### config.mk
export PLATFORM = sky130hd
export DESIGN_NAME = pll_cal_sequencer_flat
export DESIGN_NICKNAME = d
export VERILOG_FILES = /design/src/rtl/pll_cal_sequencer_pkg.sv /design/src/rtl/pll_cal_sequencer_if.sv /design/src/rtl/pll_cal_sequencer_sync.sv /design/src/rtl/pll_cal_sequencer.sv /design/src/flat_wrapper.sv
export SDC_FILE = /design/constraint.sdc
export NUM_CORES = 1
export LEC_CHECK = 0
export CAP_MARGIN = 20
export CORE_MARGIN = 1
export CORE_UTILIZATION = 53
export CTS_CLUSTER_DIAMETER = 80
export DETAILED_ROUTE_END_ITERATION = 12
export PLACE_DENSITY_LB_ADDON = 0.25
export SLEW_MARGIN = 10
export SYNTH_ARGS = -nofsm -noshare
export SYNTH_HDL_FRONTEND = slang
export SYNTH_SLANG_ARGS = --single-unit
### constraint.sdc
create_clock -name init_clk -period 1.8 [get_ports init_clk]
set_clock_uncertainty 0.15 [all_clocks]
set_input_delay 0.27 -clock init_clk [delete_from_list [all_inputs] [get_ports init_clk]]
set_output_delay 0.27 -clock init_clk [all_outputs]
set_load 0.1 [all_outputs]
### src/rtl/pll_cal_sequencer_pkg.sv
// Shared types and constants for the PLL calibration sequencer.
// Holds the state encoding, the initial loop-filter setting and the charge-pump start point.
package pll_cal_pkg;

  typedef enum logic [2:0] {
    RST_HOLD,
    WAIT_LOCK,
    QUALIFY,
    FAIL_ATTEMPT,
    LOCKED,
    FAIL
  } state_t;

  localparam logic [2:0] LPF_INIT = 3'd2;

  // Starting charge-pump current grows with the feedback multiplication factor.
  function automatic logic [5:0] icp_init(input int multi_fac);
    if (multi_fac <= 8)       return 6'd16;
    else if (multi_fac <= 16) return 6'd24;
    else if (multi_fac <= 32) return 6'd32;
    else                      return 6'd40;
  endfunction

endpackage

### src/rtl/pll_cal_sequencer_if.sv
// Controller-to-PLL signal bundle: reset and loop-filter settings out, raw lock back.
interface pll_cal_if;

  logic       pll_lock;
  logic       o_pll_rst;
  logic [5:0] icpsel;
  logic [2:0] lpfres;

  modport master (input pll_lock, output o_pll_rst, output icpsel, output lpfres);
  modport slave  (output pll_lock, input o_pll_rst, input icpsel, input lpfres);

endinterface

### src/rtl/pll_cal_sequencer_sync.sv
// Two-flop synchronizer for a single asynchronous status bit, cleared by synchronous reset.
module cdc_sync_2ff (
  input  logic clk,
  input  logic reset,
  input  logic i_d,
  output logic o_q
);

  logic r_meta;
  logic r_sync;

  always_ff @(posedge clk) begin
    if (reset) begin
      r_meta <= 1'b0;
      r_sync <= 1'b0;
    end else begin
      r_meta <= i_d;
      r_sync <= r_meta;
    end
  end

  assign o_q = r_sync;

endmodule

### src/rtl/pll_cal_sequencer.sv
// PLL reset/lock calibration controller: holds the PLL in reset, waits for and qualifies lock,
// sweeps charge-pump/loop-filter settings on failed attempts and restarts on loss of lock.
module pll_cal_sequencer
  import pll_cal_pkg::*;
#(
  parameter int CLK_PERIOD       = 20,
  parameter int MULTI_FAC        = 14,
  parameter int RST_CYCLES       = 64,
  parameter int LOCK_WAIT_CYCLES = 5000,
  parameter int STABLE_CYCLES    = 1024,
  parameter int LOL_FILTER       = 8,
  parameter int ICP_STEP         = 4,
  parameter int MAX_ATTEMPTS     = 16
) (
  input  logic                                init_clk,
  input  logic                                reset,
  pll_cal_if.master                           pll,
  output logic                                o_lock,
  output logic                                o_fail,
  output logic [$clog2(MAX_ATTEMPTS+1)-1:0]   o_attempts
);

  localparam int RST_W  = $clog2(RST_CYCLES + 1);
  localparam int WAIT_W = $clog2(LOCK_WAIT_CYCLES + 1);
  localparam int STAB_W = $clog2(STABLE_CYCLES + 1);
  localparam int LOL_W  = $clog2(LOL_FILTER + 1);
  localparam int ATT_W  = $clog2(MAX_ATTEMPTS + 1);
  localparam logic [5:0] ICP_INIT = icp_init(MULTI_FAC);

  // CLK_PERIOD only documents the init_clk period; no logic depends on it.
  if (CLK_PERIOD <= 0) begin : g_clkPeriodUnset
  end

  state_t              r_state, w_stateNext;
  logic [RST_W-1:0]    r_rstCnt, w_rstCntNext, w_rstInc;
  logic [WAIT_W-1:0]   r_waitCnt, w_waitCntNext, w_waitInc;
  logic [STAB_W-1:0]   r_stableCnt, w_stableCntNext, w_stableInc;
  logic [LOL_W-1:0]    r_lolCnt, w_lolCntNext, w_lolInc;
  logic [ATT_W-1:0]    r_attempts, w_attemptsNext, w_attInc;
  logic [5:0]          r_icpsel, w_icpselNext;
  logic [2:0]          r_lpfres, w_lpfresNext;
  logic [6:0]          w_icpSum;
  logic                r_pllRst, r_lock, r_fail;
  logic                w_lockS;

  cdc_sync_2ff u_lockSync (
    .clk   (init_clk),
    .reset (reset),
    .i_d   (pll.pll_lock),
    .o_q   (w_lockS)
  );

  assign w_rstInc    = r_rstCnt + RST_W'(1);
  assign w_waitInc   = r_waitCnt + WAIT_W'(1);
  assign w_stableInc = r_stableCnt + STAB_W'(1);
  assign w_lolInc    = r_lolCnt + LOL_W'(1);
  assign w_attInc    = r_attempts + ATT_W'(1);
  assign w_icpSum    = {1'b0, r_icpsel} + 7'(ICP_STEP);

  // Each counter is cleared by the state that precedes its owner, so entry always starts at zero.
  always_comb begin
    w_stateNext     = r_state;
    w_rstCntNext    = r_rstCnt;
    w_waitCntNext   = r_waitCnt;
    w_stableCntNext = r_stableCnt;
    w_lolCntNext    = r_lolCnt;
    w_attemptsNext  = r_attempts;
    w_icpselNext    = r_icpsel;
    w_lpfresNext    = r_lpfres;
    case (r_state)
      RST_HOLD: begin
        w_waitCntNext = '0;
        if (w_rstInc == RST_W'(RST_CYCLES)) begin
          w_rstCntNext = '0;
          w_stateNext  = WAIT_LOCK;
        end else begin
          w_rstCntNext = w_rstInc;
        end
      end
      WAIT_LOCK: begin
        w_waitCntNext = w_waitInc;
        if (w_lockS) begin
          w_stableCntNext = '0;
          w_stateNext     = QUALIFY;
        end else if (w_waitInc == WAIT_W'(LOCK_WAIT_CYCLES)) begin
          w_stateNext = FAIL_ATTEMPT;
        end
      end
      QUALIFY: begin
        w_lolCntNext = '0;
        if (!w_lockS) begin
          w_stateNext = FAIL_ATTEMPT;
        end else begin
          w_stableCntNext = w_stableInc;
          if (w_stableInc == STAB_W'(STABLE_CYCLES)) w_stateNext = LOCKED;
        end
      end
      FAIL_ATTEMPT: begin
        w_attemptsNext = w_attInc;
        if (w_attInc == ATT_W'(MAX_ATTEMPTS)) begin
          w_stateNext = FAIL;
        end else begin
          w_stateNext = RST_HOLD;
          // Past the top of the charge-pump range, restart it and try the next filter resistor.
          if (w_icpSum > 7'd63) begin
            w_icpselNext = ICP_INIT;
            w_lpfresNext = r_lpfres + 3'd1;
          end else begin
            w_icpselNext = w_icpSum[5:0];
          end
        end
      end
      LOCKED: begin
        if (w_lockS) begin
          w_lolCntNext = '0;
        end else begin
          w_lolCntNext = w_lolInc;
          if (w_lolInc == LOL_W'(LOL_FILTER)) begin
            w_stateNext    = RST_HOLD;
            w_attemptsNext = '0;
          end
        end
      end
      FAIL:    w_stateNext = FAIL;
      default: w_stateNext = RST_HOLD;
    endcase
  end

  // Outputs are registered from the next state so they change on the same edge as the state.
  always_ff @(posedge init_clk) begin
    if (reset) begin
      r_state     <= RST_HOLD;
      r_rstCnt    <= '0;
      r_waitCnt   <= '0;
      r_stableCnt <= '0;
      r_lolCnt    <= '0;
      r_attempts  <= '0;
      r_icpsel    <= ICP_INIT;
      r_lpfres    <= LPF_INIT;
      r_pllRst    <= 1'b1;
      r_lock      <= 1'b0;
      r_fail      <= 1'b0;
    end else begin
      r_state     <= w_stateNext;
      r_rstCnt    <= w_rstCntNext;
      r_waitCnt   <= w_waitCntNext;
      r_stableCnt <= w_stableCntNext;
      r_lolCnt    <= w_lolCntNext;
      r_attempts  <= w_attemptsNext;
      r_icpsel    <= w_icpselNext;
      r_lpfres    <= w_lpfresNext;
      r_pllRst    <= (w_stateNext == RST_HOLD) || (w_stateNext == FAIL);
      r_lock      <= (w_stateNext == LOCKED);
      r_fail      <= (w_stateNext == FAIL);
    end
  end

  assign pll.o_pll_rst = r_pllRst;
  assign pll.icpsel    = r_icpsel;
  assign pll.lpfres    = r_lpfres;
  assign o_lock        = r_lock;
  assign o_fail        = r_fail;
  assign o_attempts    = r_attempts;

endmodule

### src/flat_wrapper.sv
// flat-port wrapper written by rule: the top's interface ports become plain ports
module pll_cal_sequencer_flat import pll_cal_pkg::*;
#(
  parameter int CLK_PERIOD       = 20,
  parameter int MULTI_FAC        = 14,
  parameter int RST_CYCLES       = 64,
  parameter int LOCK_WAIT_CYCLES = 5000,
  parameter int STABLE_CYCLES    = 1024,
  parameter int LOL_FILTER       = 8,
  parameter int ICP_STEP         = 4,
  parameter int MAX_ATTEMPTS     = 16
)
  (init_clk, reset, o_lock, o_fail, o_attempts, pll_pll_lock, pll_o_pll_rst, pll_icpsel, pll_lpfres);
  pll_cal_if pll_i ();
  input  logic init_clk;
  input  logic reset;
  output logic o_lock;
  output logic o_fail;
  output logic [$clog2(MAX_ATTEMPTS+1)-1:0] o_attempts;
  input wire logic [$bits(pll_i.pll_lock)-1:0] pll_pll_lock;
  output wire logic [$bits(pll_i.o_pll_rst)-1:0] pll_o_pll_rst;
  output wire logic [$bits(pll_i.icpsel)-1:0] pll_icpsel;
  output wire logic [$bits(pll_i.lpfres)-1:0] pll_lpfres;
  assign pll_i.pll_lock = pll_pll_lock;
  assign pll_o_pll_rst = pll_i.o_pll_rst;
  assign pll_icpsel = pll_i.icpsel;
  assign pll_lpfres = pll_i.lpfres;
  pll_cal_sequencer #(.CLK_PERIOD(CLK_PERIOD), .MULTI_FAC(MULTI_FAC), .RST_CYCLES(RST_CYCLES), .LOCK_WAIT_CYCLES(LOCK_WAIT_CYCLES), .STABLE_CYCLES(STABLE_CYCLES), .LOL_FILTER(LOL_FILTER), .ICP_STEP(ICP_STEP), .MAX_ATTEMPTS(MAX_ATTEMPTS)) u_core (.init_clk(init_clk), .reset(reset), .pll(pll_i), .o_lock(o_lock), .o_fail(o_fail), .o_attempts(o_attempts));
endmodule
# Word-level counts from Yosys, hierarchy flattened
# Cells that the tools add are included.
dict set report totals {
  register_bits 57
  input_bits 3
  out_inout_bits 17
  word_cells 69
}
dict set report classes {
  n_addsub 7
  magnitude_cmp 1
  eq_ne 16
  mux 20
  n_bitwise 1
  reduce_logical 11
}
# op count
set op_table {}
lappend op_table {{13-bit one-hot mux with 2 select lines} 1}
lappend op_table {{3-bit two-way mux} 8}
lappend op_table {{11-bit two-way mux} 2}
lappend op_table {{11-bit one-hot mux with 2 select lines} 1}
lappend op_table {{3-bit one-hot mux with 6 select lines} 1}
lappend op_table {{13-bit by 1-bit adder with 13-bit output, second input constant} 1}
lappend op_table {{13-bit equality test, second input constant} 1}
lappend op_table {{3-bit equality test, second input constant} 4}
lappend op_table {{11-bit by 1-bit adder with 11-bit output, second input constant} 1}
lappend op_table {{11-bit equality test, second input constant} 1}
lappend op_table {{5-bit two-way mux} 2}
lappend op_table {{5-bit one-hot mux with 2 select lines} 1}
lappend op_table {{3-bit AND reduction} 3}
lappend op_table {{4-bit one-hot mux with 2 select lines} 1}
lappend op_table {{2-bit nonzero test} 4}
lappend op_table {{6-bit by 3-bit adder with 7-bit output, second input constant} 1}
lappend op_table {{7-bit by 1-bit adder with 7-bit output, second input constant} 1}
lappend op_table {{7-bit equality test, second input constant} 1}
lappend op_table {{7-bit by 6-bit greater-than comparator with 1-bit output, second input constant} 1}
lappend op_table {{7-bit two-way mux} 1}
lappend op_table {{3-bit by 2-bit equality test with 1-bit output, second input constant} 2}
lappend op_table {{3-bit zero test} 2}
lappend op_table {{6-bit two-way mux} 1}
lappend op_table {{2-bit != test, second input constant} 3}
lappend op_table {{other kinds (11)} 11}

# Logic depth before layout (Yosys ltp)
# Gate-level depths: netlist (run 1).
dict set report logic_depth {
  depth_word 7
  depth_mapped 9
  depth_no_buf 7
}

# Modules after synthesis
# From an unflattened synthesis (run 1), not the netlist that was laid out.
dict set report hier_totals {
  cells_unflattened 380
  hier_area_um2 3012.9
}
# module instances cells_each area_per_inst_um2 seq_area_each_um2
set modules_own_cells {}
lappend modules_own_cells {pll_cal_sequencer 1 376 2960.3 1061.0}
lappend modules_own_cells {cdc_sync_2ff 1 4 52.6 40.0}

# Least setup slack after synthesis (run 1)
# Ideal clock, no wire load.
dict set report synth_timing {
  path_type {flip-flop to flip-flop}
  start {register u_core.r_attempts[0], in the netlist u_core.o_attempts[0]}
  end {register u_core.r_lpfres[2], in the netlist u_core.pll.lpfres[2]}
  setup_ns 0.071
  arrival_ns 2.296
  required_ns 1.579
  setup_slack_ns -0.717
  path_stages_with_launch 8
  n_path_buf 1
  synth_period_minus_slack_ns 2.517
  path_cell_list {dfxtp_1 > nand3_1 > o2bb2ai_1 > a31oi_4 > and4_1 > buf_4 > a21bo_2 > a21oi_1}
}
dict set report synth_via {
  elab_chain_cells 4
}
# element line
set synth_lines {}
lappend synth_lines {{start: declaration} pll_cal_sequencer.sv:39} ;# logic [ATT_W-1:0] r_attempts, w_attemptsNext, w_attInc;
lappend synth_lines {{start signal: assignment} pll_cal_sequencer.sv:149} ;# r_attempts <= w_attemptsNext;
lappend synth_lines {{5-bit by 1-bit adder with 5-bit output} pll_cal_sequencer.sv:57} ;# assign w_attInc = r_attempts + ATT_W'(1);
lappend synth_lines {{5-bit equality test} pll_cal_sequencer.sv:100} ;# if (w_attInc == ATT_W'(MAX_ATTEMPTS)) begin
lappend synth_lines {{1-bit inverter (no line)} n/a}
lappend synth_lines {{3-bit AND reduction (no line)} n/a}
lappend synth_lines {{end signal: assignment} pll_cal_sequencer.sv:151} ;# r_lpfres <= w_lpfresNext;
lappend synth_lines {{end: declaration} pll_cal_sequencer.sv:41} ;# logic [2:0] r_lpfres, w_lpfresNext;
# No other way between the ends.
# A chain may end at the register's enable or synchronous reset.

# Worst setup path after layout (run 1)
dict set report layout_timing {
  start {register u_core.r_waitCnt[1]}
  end {register u_core.r_pllRst, in the netlist u_core.pll.o_pll_rst}
}
dict set report layout_via {
  elab_chain_cells 7
  word_cells_on_any_way 8
  classes_between {1 x add/sub; 2 x eq/ne; 3 x mux; 2 x reduce/logical}
}
# element line
set layout_lines {}
lappend layout_lines {{start: declaration} pll_cal_sequencer.sv:36} ;# logic [WAIT_W-1:0] r_waitCnt, w_waitCntNext, w_waitInc;
lappend layout_lines {{start signal: assignment} pll_cal_sequencer.sv:146} ;# r_waitCnt <= w_waitCntNext;
lappend layout_lines {{13-bit by 1-bit adder with 13-bit output (*)} pll_cal_sequencer.sv:54} ;# assign w_waitInc = r_waitCnt + WAIT_W'(1);
lappend layout_lines {{13-bit equality test (*)} pll_cal_sequencer.sv:85} ;# end else if (w_waitInc == WAIT_W'(LOCK_WAIT_CYCLES)) begin
lappend layout_lines {{3-bit two-way mux (*)} pll_cal_sequencer.sv:85}
lappend layout_lines {{3-bit two-way mux (*)} pll_cal_sequencer.sv:82} ;# if (w_lockS) begin
lappend layout_lines {{3-bit one-hot mux with 6 select lines (*)} pll_cal_sequencer.sv:70} ;# case (r_state)
lappend layout_lines {{3-bit equality test / 3-bit zero test (equally long branches)} pll_cal_sequencer.sv:152} ;# r_pllRst <= (w_stateNext == RST_HOLD) || (w_stateNext == FAIL);
lappend layout_lines {{1-bit logical OR (*)} pll_cal_sequencer.sv:152}
lappend layout_lines {{end signal: assignment} pll_cal_sequencer.sv:152}
lappend layout_lines {{end: declaration} pll_cal_sequencer.sv:43} ;# logic r_pllRst, r_lock, r_fail;
# Every way passes the cells marked *; elsewhere a longest branch is shown, timed or not.

==> results.py, run 1 <==
metrics = {
    "run_status": {
        "run_status": "finished with violations",
        "violations": "setup timing",
    },
    "clock_tree": {
        "cell_chosen_for_the_clock_root": "sky130_fd_sc_hd__clkbuf_8",
        "cts.clk_slew.worst_paths_ns": 0.11,
        "cts_num_sinks": 55,
        "clock_tree.buffer_depth": 2,
        "clk_latency_ns": 0.32,
        "numCtsBuffers": 5,
        "cts.htree.levels": 2,
        "tritoncts": "built",
        "hold_buffers": 0,
    },
    "finish": {
        "multiInputGateArea_mm2": 0.00193,
        "area.sequential_mm2": 0.00115,
        "nFillCells": 322,
        "num_antenna_cells": 0,
        "final_cell_count_no_fill": 510,
        "final_design_area_no_fill_mm2": 0.00408,
        "area_growth_pct": 41.8,
        "final_layout_size_suffix_gt1_share_pct": 37.3,
        "fin_util_pct": 78.8,
        "number_of_nets_in_the_final_layout": 450,
    },
    "worst_setup_path": {
        "worstSetupPathDepth": 7,
        "worstRegToRegCells": 7,
        "cp.arrival_ns": 1.96,
        "worstSetupStartpointType": "flip-flop",
        "rrSetupSlack_ns": -0.12,
        "timing_startpoint_of_the_critical_path": "u_core.r_waitCnt[1]",
        "crit_end": "u_core.pll.o_pll_rst",
        "timing.critical_path.cells": "ha_4 -> nand3_4 -> nor4_4 -> xor2_1 -> nand4_1 -> o21ai_2 -> o311ai_4",
        "timing.critical_path.to_type": "flip-flop",
        "worst-setup-path-type": "flip-flop to flip-flop",
        "worst_ep_required_time_ns": 1.84,
        "cp_num_buf_inv": 0,
        "path_delay_family": "simple AND/OR/NAND/NOR gates",
        "critical_path.max_fanout": 4,
        "critical_path.max_stage_delay_ns": 0.39,
        "worst_r2r_startpoint": "u_core.r_waitCnt[1]",
        "regToRegEndpoint": "u_core.pll.o_pll_rst",
        "critPathSlowestCell": "sky130_fd_sc_hd__dfxtp_4",
    },
    "synth": {
        "post-synth-top-count-cell": "sky130_fd_sc_hd__dfxtp_1",
        "synthDistinctLibCells": 54,
        "synthesized_area_per_cell_um2": 7.79,
        "synth.top_cell.area_share_pct": 38.3,
        "yosys-top-cells-area": "sky130_fd_sc_hd__dfxtp_1 (38%), sky130_fd_sc_hd__nor2_1 (7.0%), sky130_fd_sc_hd__a21oi_1 (6.1%), sky130_fd_sc_hd__nand2_1 (4.7%), sky130_fd_sc_hd__o21ai_0 (4.0%)",
        "yosys_register_bits": 55,
        "synth_edf_count": 0,
        "mappedNetlistArea_mm2": 0.00288,
        "synthCells": 369,
        "ys.flop_type": "sky130_fd_sc_hd__dfxtp_1",
        "yosysSeqAreaShare_pct": 38.3,
        "asyncSetResetFlopFracSynth_pct": 0,
        "post_synth_most_frequent_cells": "sky130_fd_sc_hd__dfxtp_1 (55), sky130_fd_sc_hd__nor2_1 (54), sky130_fd_sc_hd__nand2_1 (36)",
        "synthDominantAreaCellType": "sky130_fd_sc_hd__dfxtp_1",
        "yosys_warnings": 0,
    },
    "power": {
        "power_switching_share_pct": 26.0,
        "power.share.combinational_pct": 6.4,
        "power_frac_clock_pct": 34.9,
        "power_density_mw_per_mm2": 514,
        "total_power_mw": 2.09,
        "cellLeakagePower_nw": 1.59,
        "seq_power_share_pct": 58.7,
        "internal_power_mw": 1.55,
        "total_switching_power_mw": 0.544,
        "ir_worst_vdd_uv": 398,
    },
    "floorplanning": {
        "design.core.area_mm2": 0.00517,
        "initial_core_util_pct": 55.6,
        "die_area_mm2": 0.00572,
        "floorplan.die.height_um": 75.7,
        "die-width_um": 75.7,
        "core.rowCount": 26,
        "ioPinCount": 20,
    },
    "drt": {
        "via_per_inst": 5.86,
        "post-route-drc-count": 0,
        "length_of_the_first_detailed_routing_pass_in_iterations": 5,
        "drt-wirelength-per-cell_um": 15.2,
        "ant_nets": 0,
        "total_number_of_vias": 2989,
        "totalWireLength_mm": 7.73,
        "first_iter_violations": 154,
    },
    "sta": {
        "slew_violations": 0,
        "post-route-min-period_ns": 1.92,
        "setup_tns_ns": -0.232,
        "worst_hold_margin_ns": 0.160,
        "final_critical_path_setup_slack_ns": -0.119,
        "rsz0062_at_grt": "yes",
        "final_setup_viols": 3,
        "final_hold_viol_count": 0,
        "max_freq_mhz": 521,
        "final.period_utilization_pct": 107,
    },
    "job": {
        "maxCapViolations": 0,
    },
    "global_routing": {
        "grt_pass1_vias": 2544,
        "grt_remaining_overflow": 0,
        "grt_first_pass_wirelength_mm": 11.8,
        "grt_start_max_net_pins": 19,
        "groute.usage.overall_pct": 27.2,
        "antenna_violations_before_repair": 0,
    },
    "place": {
        "setup_slack_at_placement_ns": -0.109,
        "placedCellCount": 501,
        "placedInstanceArea_mm2": 0.00375,
        "port_buffers": 17,
        "routabilityCongestion": 0.869,
        "place.detailed.hpwl_mm": 5.24,
    },
    "hold_path": {
        "min_path_type": "input pin to flip-flop",
    },
}
==> worst register-to-register path, delay by kind of cell, from the launching register on <==
family / cells / cell delay [ns]
xor+xnor: 1 / 0.29
simple gates: 3 / 0.61
fa+ha+maj: 1 / 0.16
compound gates: 2 / 0.21
flops: 1 / 0.39
==> cells in the final DEF, fill, tap and decap left out, types with 4 or more instances in the layout <==
| master | netlist | final |
|---|---|---|
| sky130_fd_sc_hd__xor2_1 | 8 | 8 |
| sky130_fd_sc_hd__nand2_1 | 36 | 34 |
| sky130_fd_sc_hd__nand4_1 | 4 | 4 |
| sky130_fd_sc_hd__a22oi_1 | 5 | 4 |
| sky130_fd_sc_hd__nand2b_1 | 5 | 4 |
| sky130_fd_sc_hd__nand3_1 | 19 | 15 |
| sky130_fd_sc_hd__dfxtp_2 | 0 | 22 |
| sky130_fd_sc_hd__and2_1 | 5 | 5 |
| sky130_fd_sc_hd__buf_4 | 5 | 59 |
| sky130_fd_sc_hd__a21oi_1 | 35 | 32 |
| sky130_fd_sc_hd__nor2_2 | 1 | 5 |
| sky130_fd_sc_hd__clkbuf_8 | 0 | 5 |
| sky130_fd_sc_hd__o21ai_0 | 23 | 20 |
| sky130_fd_sc_hd__dfxtp_4 | 0 | 7 |
| sky130_fd_sc_hd__inv_1 | 5 | 5 |
| sky130_fd_sc_hd__ha_1 | 8 | 5 |
| sky130_fd_sc_hd__buf_12 | 0 | 15 |
| sky130_fd_sc_hd__nor2_1 | 54 | 50 |
| sky130_fd_sc_hd__a31oi_1 | 6 | 6 |
| sky130_fd_sc_hd__or3_1 | 7 | 4 |
| sky130_fd_sc_hd__nor3_1 | 15 | 10 |
| sky130_fd_sc_hd__nor3_2 | 0 | 4 |
| sky130_fd_sc_hd__dfxtp_1 | 55 | 26 |
| sky130_fd_sc_hd__o21ai_1 | 2 | 4 |
| sky130_fd_sc_hd__a21o_1 | 4 | 4 |
==> state kept, by name, indices dropped and copies added, names as in the netlist <==
signal	flops
u_core.pll.lpfres	3
u_core.o_attempts	5
u_core.u_lockSync.r_meta	1
u_core.r_stableCnt	11
u_core.r_lolCnt	4
u_core.r_waitCnt	13
u_core.u_lockSync.o_q	1
u_core.pll.icpsel	4
u_core.o_lock	1
u_core.r_rstCnt	7
u_core.o_fail	1
u_core.pll.o_pll_rst	1
u_core.r_state	3
==> timing repair <==
action,in CTS,in global routing
buffers inserted,0,1
resized for setup,15,52
hold endpoints to repair,0,0
pin swaps,3,17
endpoints found under the setup margin,10,28
==> worst min-delay path by stage <==
| stage | startpoint | endpoint | slack, ns | cells past startpoint |
|---|---|---|---|---|
| after CTS | reset | u_core.r_rstCnt[4] | 0.16 | 2 |
| after global routing | reset | u_core.r_waitCnt[2] | 0.17 | 2 |
| after floorplan | pll_pll_lock | u_core.u_lockSync.r_meta | 0.25 | 1 |
| final | reset | u_core.r_waitCnt[12] | 0.16 | 2 |
| after global placement | u_core.u_lockSync.r_meta | u_core.u_lockSync.o_q | 0.28 | 1 |
| after detailed placement | u_core.u_lockSync.r_meta | u_core.u_lockSync.o_q | 0.28 | 1 |
==> routing by layer <==
metal / track usage [%] / wire length [um]
met3: 4.76 / 385
met4: 7.20 / 131
met2: 46.0 / 3920
met1: 35.8 / 3290
met5: 0 / 0
==> area by class of cell <==
| class | count | area share, % |
|---|---|---|
| multi-input combinational | 292 | 47.2 |
| clock inverter | 3 | 0.614 |
| inverter | 6 | 0.552 |
| tap | 70 | 2.15 |
| clock buffer | 5 | 1.69 |
| timing repair buffer | 79 | 19.4 |
| sequential | 55 | 28.3 |
==> power by group through the flow <==
stage          Sequential (mW)  Clock (mW)  Combinational (mW)
2_1_floorplan             1.26           0              0.0738
3_3_place_gp              1.26           0               0.117
3_5_place_dp              1.26           0               0.120
4_1_cts                   1.23       0.732               0.122
5_1_grt                   1.23       0.786               0.144
6_report                  1.23       0.730               0.134
==> cell families after synthesis <==
group | after synthesis | synth area share [%]
compound gates | 96 | 20.9
xor+xnor | 12 | 3.66
fa+ha+maj | 8 | 3.48
buf+inv | 23 | 3.79
flops | 55 | 38.3
mux | 3 | 1.04
other cells | 1 | 0.130
simple gates | 171 | 28.7
(Power assumes the default switching activity.)
==> inputs of run 2 (changes only) <==
Settings changed: CORE_MARGIN 1 to 4.
==> run 2 against run 1 <==
- the run still ends with setup timing left
- die area rose by 16%
- non-clock buffer count down 3
- combinational power about the same
- final area fell by 0.77%
- register-to-register slack barely moved
- utilization decreased by 0.60 points
- critical path type unchanged
==> results.py, run 2 (synthesis results as in run 1) <==
metrics = {
    "run_status": {
        "run_status": "finished with violations",
        "violations": "setup timing",
    },
    "worst_setup_path": {
        "worst-setup-path-type": "flip-flop to flip-flop",
        "worst_r2r_startpoint": "u_core.r_stableCnt[3]",
        "rrSetupSlack_ns": -0.12,
        "critical_path.max_fanout": 2,
        "regToRegEndpoint": "u_core.pll.o_pll_rst",
        "worstSetupStartpointType": "flip-flop",
        "crit_end": "u_core.pll.o_pll_rst",
        "timing.critical_path.to_type": "flip-flop",
        "worst_ep_required_time_ns": 1.87,
        "timing_startpoint_of_the_critical_path": "u_core.r_stableCnt[3]",
        "cp.arrival_ns": 1.99,
        "worstRegToRegCells": 6,
    },
    "place": {
        "port_buffers": 17,
        "routabilityCongestion": 0.883,
        "place.detailed.hpwl_mm": 5.25,
    },
    "job": {
        "maxCapViolations": 0,
    },
    "global_routing": {
        "groute.usage.overall_pct": 22.7,
        "antenna_violations_before_repair": 0,
        "grt_remaining_overflow": 0,
        "grt_first_pass_wirelength_mm": 12.1,
        "grt_pass1_vias": 2746,
        "grt_start_max_net_pins": 25,
    },
    "finish": {
        "largest_register_ff_count": 13,
        "registers.top_by_ff_count": "u_core.r_waitCnt",
        "area_growth_pct": 40.7,
        "num_antenna_cells": 0,
        "final_common_cell": "sky130_fd_sc_hd__buf_4",
        "final_layout_size_suffix_gt1_share_pct": 36.2,
        "final_cell_mix": "sky130_fd_sc_hd__buf_4 (57), sky130_fd_sc_hd__nor2_1 (50), sky130_fd_sc_hd__nand2_1 (35), sky130_fd_sc_hd__a21oi_1 (30), sky130_fd_sc_hd__dfxtp_1 (26)",
        "number_of_nets_in_the_final_layout": 447,
        "layout_top_registers": "u_core.r_waitCnt: 13 flops, u_core.r_stableCnt: 11 flops, u_core.r_rstCnt: 7 flops",
    },
    "clock_tree": {
        "clk_latency_ns": 0.31,
        "cts.htree.levels": 2,
        "numCtsBuffers": 5,
        "tritoncts": "built",
        "cts_num_sinks": 55,
        "cell_chosen_for_the_clock_root": "sky130_fd_sc_hd__clkbuf_8",
        "clock_tree.buffer_depth": 2,
        "hold_buffers": 0,
        "cts.clk_slew.worst_paths_ns": 0.10,
    },
    "drt": {
        "via_per_inst": 5.91,
        "drt-wirelength-per-cell_um": 15.4,
        "first_iter_violations": 199,
        "post-route-drc-count": 0,
        "length_of_the_first_detailed_routing_pass_in_iterations": 6,
        "ant_nets": 0,
        "total_number_of_vias": 2996,
        "totalWireLength_mm": 7.83,
    },
    "power": {
        "power.share.combinational_pct": 5.8,
        "internal_power_mw": 1.77,
        "power_switching_share_pct": 21.9,
        "seq_power_share_pct": 54.3,
        "power_density_mw_per_mm2": 560,
        "power_frac_clock_pct": 39.9,
        "ir_worst_vdd_uv": 557,
        "cellLeakagePower_nw": 1.55,
        "total_switching_power_mw": 0.496,
        "total_power_mw": 2.26,
    },
    "sta": {
        "rsz0062_at_grt": "yes",
        "final_setup_viols": 4,
        "slew_violations": 0,
        "max_freq_mhz": 522,
        "final_hold_viol_count": 0,
        "setup_tns_ns": -0.226,
        "post-route-min-period_ns": 1.92,
        "final_critical_path_setup_slack_ns": -0.116,
        "final.period_utilization_pct": 106,
    },
    "floorplanning": {
        "floorplan.die.height_um": 81.7,
        "ioPinCount": 20,
        "initial_core_util_pct": 55.6,
        "die_area_mm2": 0.00667,
        "design.core.area_mm2": 0.00517,
        "core.rowCount": 26,
        "die-width_um": 81.7,
    },
    "hold_path": {
        "min_path_type": "input pin to flip-flop",
    },
}
run 2: changes by cell type in the layout (fill, tap and decap cells not counted), moves of 2 or more:
cell / delta
sky130_fd_sc_hd__nor3_1: +2
sky130_fd_sc_hd__dfxtp_2: +2
sky130_fd_sc_hd__a21oi_2: +2
sky130_fd_sc_hd__buf_4: -2
sky130_fd_sc_hd__a21oi_1: -2
sky130_fd_sc_hd__dfxtp_4: -2
sky130_fd_sc_hd__buf_6: -2
sky130_fd_sc_hd__clkinv_4: -2
run 2: how the worst min path moves through the flow:
stage,from,to,slack (ns),cells after the start
3_3_place_gp,u_core.u_lockSync.r_meta,u_core.u_lockSync.o_q,0.28,1
5_1_grt,reset,u_core.r_waitCnt[4],0.26,2
2_1_floorplan,pll_pll_lock,u_core.u_lockSync.r_meta,0.25,1
6_report,reset,u_core.o_attempts[1],0.24,2
4_1_cts,reset,u_core.o_attempts[1],0.23,2
3_5_place_dp,u_core.u_lockSync.r_meta,u_core.u_lockSync.o_q,0.28,1
run 2: timing repair:
item	4_1_cts	5_1_grt
endpoints found under the setup margin	8	21
gates resized for setup	14	43
pin swaps	3	16
buffers inserted	0	1
hold endpoints to repair	0	0
run 2: final cells by class:
| class | count | area (um2) |
|---|---|---|
| Clock buffer | 7 | 97.6 |
| Clock inverter | 1 | 30.0 |
| Fill cell | 319 | 1130 |
| Inverter | 6 | 22.5 |
| Multi-Input combinational cell | 292 | 1880 |
| Sequential cell | 55 | 1150 |
| Tap cell | 70 | 87.6 |
| Timing Repair Buffer | 76 | 774 |
run 2: worst max-delay path: stages (launching register included):
cell,delay [ns]
sky130_fd_sc_hd__dfxtp_2,0.33
sky130_fd_sc_hd__or4_4,0.54
sky130_fd_sc_hd__a21oi_2,0.17
sky130_fd_sc_hd__a22oi_2,0.12
sky130_fd_sc_hd__nor3_2,0.23
sky130_fd_sc_hd__o21ai_2,0.09
sky130_fd_sc_hd__o311ai_2,0.21
run 2: routing by layer:
metal / share of wire, % / GRT usage, % / vias up
li1: - / - / 1449
met1: 42 / 28.4 / 1417
met2: 50 / 38.8 / 106
met3: 5.5 / 4.50 / 24
met4: 2.5 / 7.81 / 0
met5: 0 / 0 / -
run 2: metrics by stage:
stage / hold slack, ns / util (%) / std cells / cell area, um2 / setup slack, ns
after floorplan: 0.248 / - / 370 / 3000 / -0.0862
after global placement: 0.283 / 72.4 / 498 / 3740 / -0.0733
after detailed placement: 0.281 / 72.4 / 498 / 3740 / -0.117
after CTS: 0.225 / 75.6 / 506 / 3910 / -0.0939
after global routing: 0.262 / 78.2 / 507 / 4050 / -0.164
final: 0.237 / 78.2 / 507 / 4050 / -0.116
run 2: power by group through the flow:
stage / Combinational, mW / Sequential (mW) / Clock, mW
5_1_grt: 0.140 / 1.23 / 0.953
3_5_place_dp: 0.122 / 1.26 / 0
3_3_place_gp: 0.116 / 1.26 / 0
6_report: 0.131 / 1.23 / 0.904
2_1_floorplan: 0.0738 / 1.26 / 0
4_1_cts: 0.124 / 1.23 / 0.903
==> inputs of run 3 (changes only) <==
Settings changed: GPL_TIMING_DRIVEN from default to 0, MAX_ROUTING_LAYER from default to met4.
==> run 3 against run 2 <==
- the run still ends with setup timing left
- largest cell class unchanged
- sequential cell count stayed put
- highest routed layer unchanged
- sequential share of layout area is 2.0 points higher
- die area stayed put
==> results.py, run 3 (synthesis results as in run 1) <==
metrics = {
    "run_status": {
        "run_status": "finished with violations",
        "violations": "setup timing",
    },
    "sta": {
        "setup_tns_ns": -0.342,
        "final_hold_viol_count": 0,
        "final_setup_viols": 7,
        "tightest_slew_ns": 0.755,
        "post-route-min-period_ns": 1.96,
        "max_freq_mhz": 510,
        "slew_violations": 0,
        "relSlewSlack_pct": 49.7,
        "final_critical_path_setup_slack_ns": -0.159,
        "rsz0062_at_grt": "yes",
        "final.period_utilization_pct": 109,
    },
    "drt": {
        "totalWireLength_mm": 7.77,
        "via_per_inst": 6.01,
        "post-route-drc-count": 0,
        "drt-wirelength-per-cell_um": 16.0,
        "length_of_the_first_detailed_routing_pass_in_iterations": 4,
        "ant_nets": 0,
        "first_iter_violations": 165,
        "total_number_of_vias": 2925,
    },
    "clock_tree": {
        "tritoncts": "built",
        "numCtsBuffers": 5,
        "hold_buffers": 0,
        "cell_chosen_for_the_clock_root": "sky130_fd_sc_hd__clkbuf_8",
        "cts.htree.levels": 2,
        "clock_tree.buffer_depth": 2,
        "cts.clk_slew.worst_paths_ns": 0.10,
        "clk_latency_ns": 0.30,
        "cts_num_sinks": 55,
    },
    "worst_setup_path": {
        "worst-setup-path-type": "flip-flop to flip-flop",
        "timing.critical_path.to_type": "flip-flop",
        "worst_ep_required_time_ns": 1.83,
        "cp.arrival_ns": 1.99,
        "worstSetupStartpointType": "flip-flop",
        "critical_path.max_fanout": 5,
    },
    "hold_path": {
        "min_path_type": "flip-flop to flip-flop",
    },
    "floorplanning": {
        "core.rowCount": 26,
        "die-width_um": 81.7,
        "die_area_mm2": 0.00667,
        "design.core.area_mm2": 0.00517,
        "initial_core_util_pct": 55.6,
        "ioPinCount": 20,
        "floorplan.die.height_um": 81.7,
    },
    "global_routing": {
        "grt_pass1_vias": 2665,
        "antenna_violations_before_repair": 0,
        "grt_start_max_net_pins": 16,
        "grt_remaining_overflow": 0,
        "grt_first_pass_wirelength_mm": 12.6,
        "groute.usage.overall_pct": 24.5,
    },
    "finish": {
        "number_of_nets_in_the_final_layout": 428,
        "final_layout_size_suffix_gt1_share_pct": 35.3,
        "registers.top_by_ff_count": "u_core.r_waitCnt",
        "final_cell_mix": "sky130_fd_sc_hd__nor2_1 (49), sky130_fd_sc_hd__nand2_1 (34), sky130_fd_sc_hd__a21oi_1 (29), sky130_fd_sc_hd__buf_4 (28), sky130_fd_sc_hd__dfxtp_1 (20)",
        "largest_register_ff_count": 13,
        "final_common_cell": "sky130_fd_sc_hd__nor2_1",
        "num_antenna_cells": 0,
        "area_growth_pct": 36.2,
        "layout_top_registers": "u_core.r_waitCnt: 13 flops, u_core.r_stableCnt: 11 flops, u_core.r_rstCnt: 7 flops",
    },
    "power": {
        "cellLeakagePower_nw": 1.39,
        "ir_worst_vdd_uv": 600,
        "power_density_mw_per_mm2": 534,
    },
    "place": {
        "setup_slack_at_placement_ns": -0.360,
        "routabilityCongestion": 0.939,
        "port_buffers": 17,
        "place.detailed.hpwl_mm": 4.59,
    },
    "job": {
        "maxCapViolations": 0,
    },
}
[run 3: cell type report]
| class | count | area, um2 |
|---|---|---|
| Clock buffer | 7 | 97.6 |
| Sequential cell | 55 | 1190 |
| Inverter | 6 | 22.5 |
| Buffer | 12 | 77.6 |
| Fill cell | 353 | 1260 |
| Multi-Input combinational cell | 292 | 2030 |
| Tap cell | 70 | 87.6 |
| Timing Repair Buffer | 45 | 410 |
[run 3: power by group]
group / internal [mW] / switching [mW]
Combinational: 0.0433 / 0.0830
Clock: 0.353 / 0.394
Sequential: 1.20 / 0.0138
Total: 1.60 / 0.490
[run 3: worst paths after layout]
check	startpoint	end	slack [ns]	depth (start not counted)
worst max-delay path	u_core.r_waitCnt[6]	u_core.pll.o_pll_rst	-0.16	7
worst min-delay path	u_core.u_lockSync.r_meta	u_core.u_lockSync.o_q	0.29	1
worst max register to register	u_core.r_waitCnt[6]	u_core.pll.o_pll_rst	-0.16	7
worst min register to register	u_core.u_lockSync.r_meta	u_core.u_lockSync.o_q	0.29	1
[run 3: metrics by stage]
stage	power [mW]	instances	utilization, %	instance area, um2	hold WS (ns)
2_1_floorplan	1.34	370	-	3000	0.248
3_3_place_gp	1.36	457	62.9	3250	0.276
3_5_place_dp	1.36	457	62.9	3250	0.278
4_1_cts	2.10	478	71.2	3680	0.298
5_1_grt	2.17	487	75.7	3920	0.308
6_report	2.09	487	75.7	3920	0.294
[run 3: what timing repair did]
action                     in CTS  in global routing
pin swaps                      15                 25
buffers inserted               16                 12
hold endpoints to repair        0                  0
gates resized for setup       109                 48
setup endpoints to repair      54                 45
[run 3: critical path: stages (launching register included)]
cell and delay [ns]:
sky130_fd_sc_hd__dfxtp_4 0.40, sky130_fd_sc_hd__nand4_1 0.15, sky130_fd_sc_hd__buf_4 0.18, sky130_fd_sc_hd__nor4_4 0.28
sky130_fd_sc_hd__xor2_1 0.23, sky130_fd_sc_hd__nand4_1 0.18, sky130_fd_sc_hd__o21ai_2 0.14, sky130_fd_sc_hd__o311ai_4 0.12
[run 3: metal layers]
| layer | global-route usage, % | vias up | part of all wire (%) |
|---|---|---|---|
| met4 | 6.31 | 0 | 2.7 |
| met5 | - | - | 0 |
| met3 | 3.51 | 23 | 4.9 |
| met2 | 41.1 | 102 | 49 |
| li1 | - | 1409 | - |
| met1 | 31.2 | 1391 | 43 |
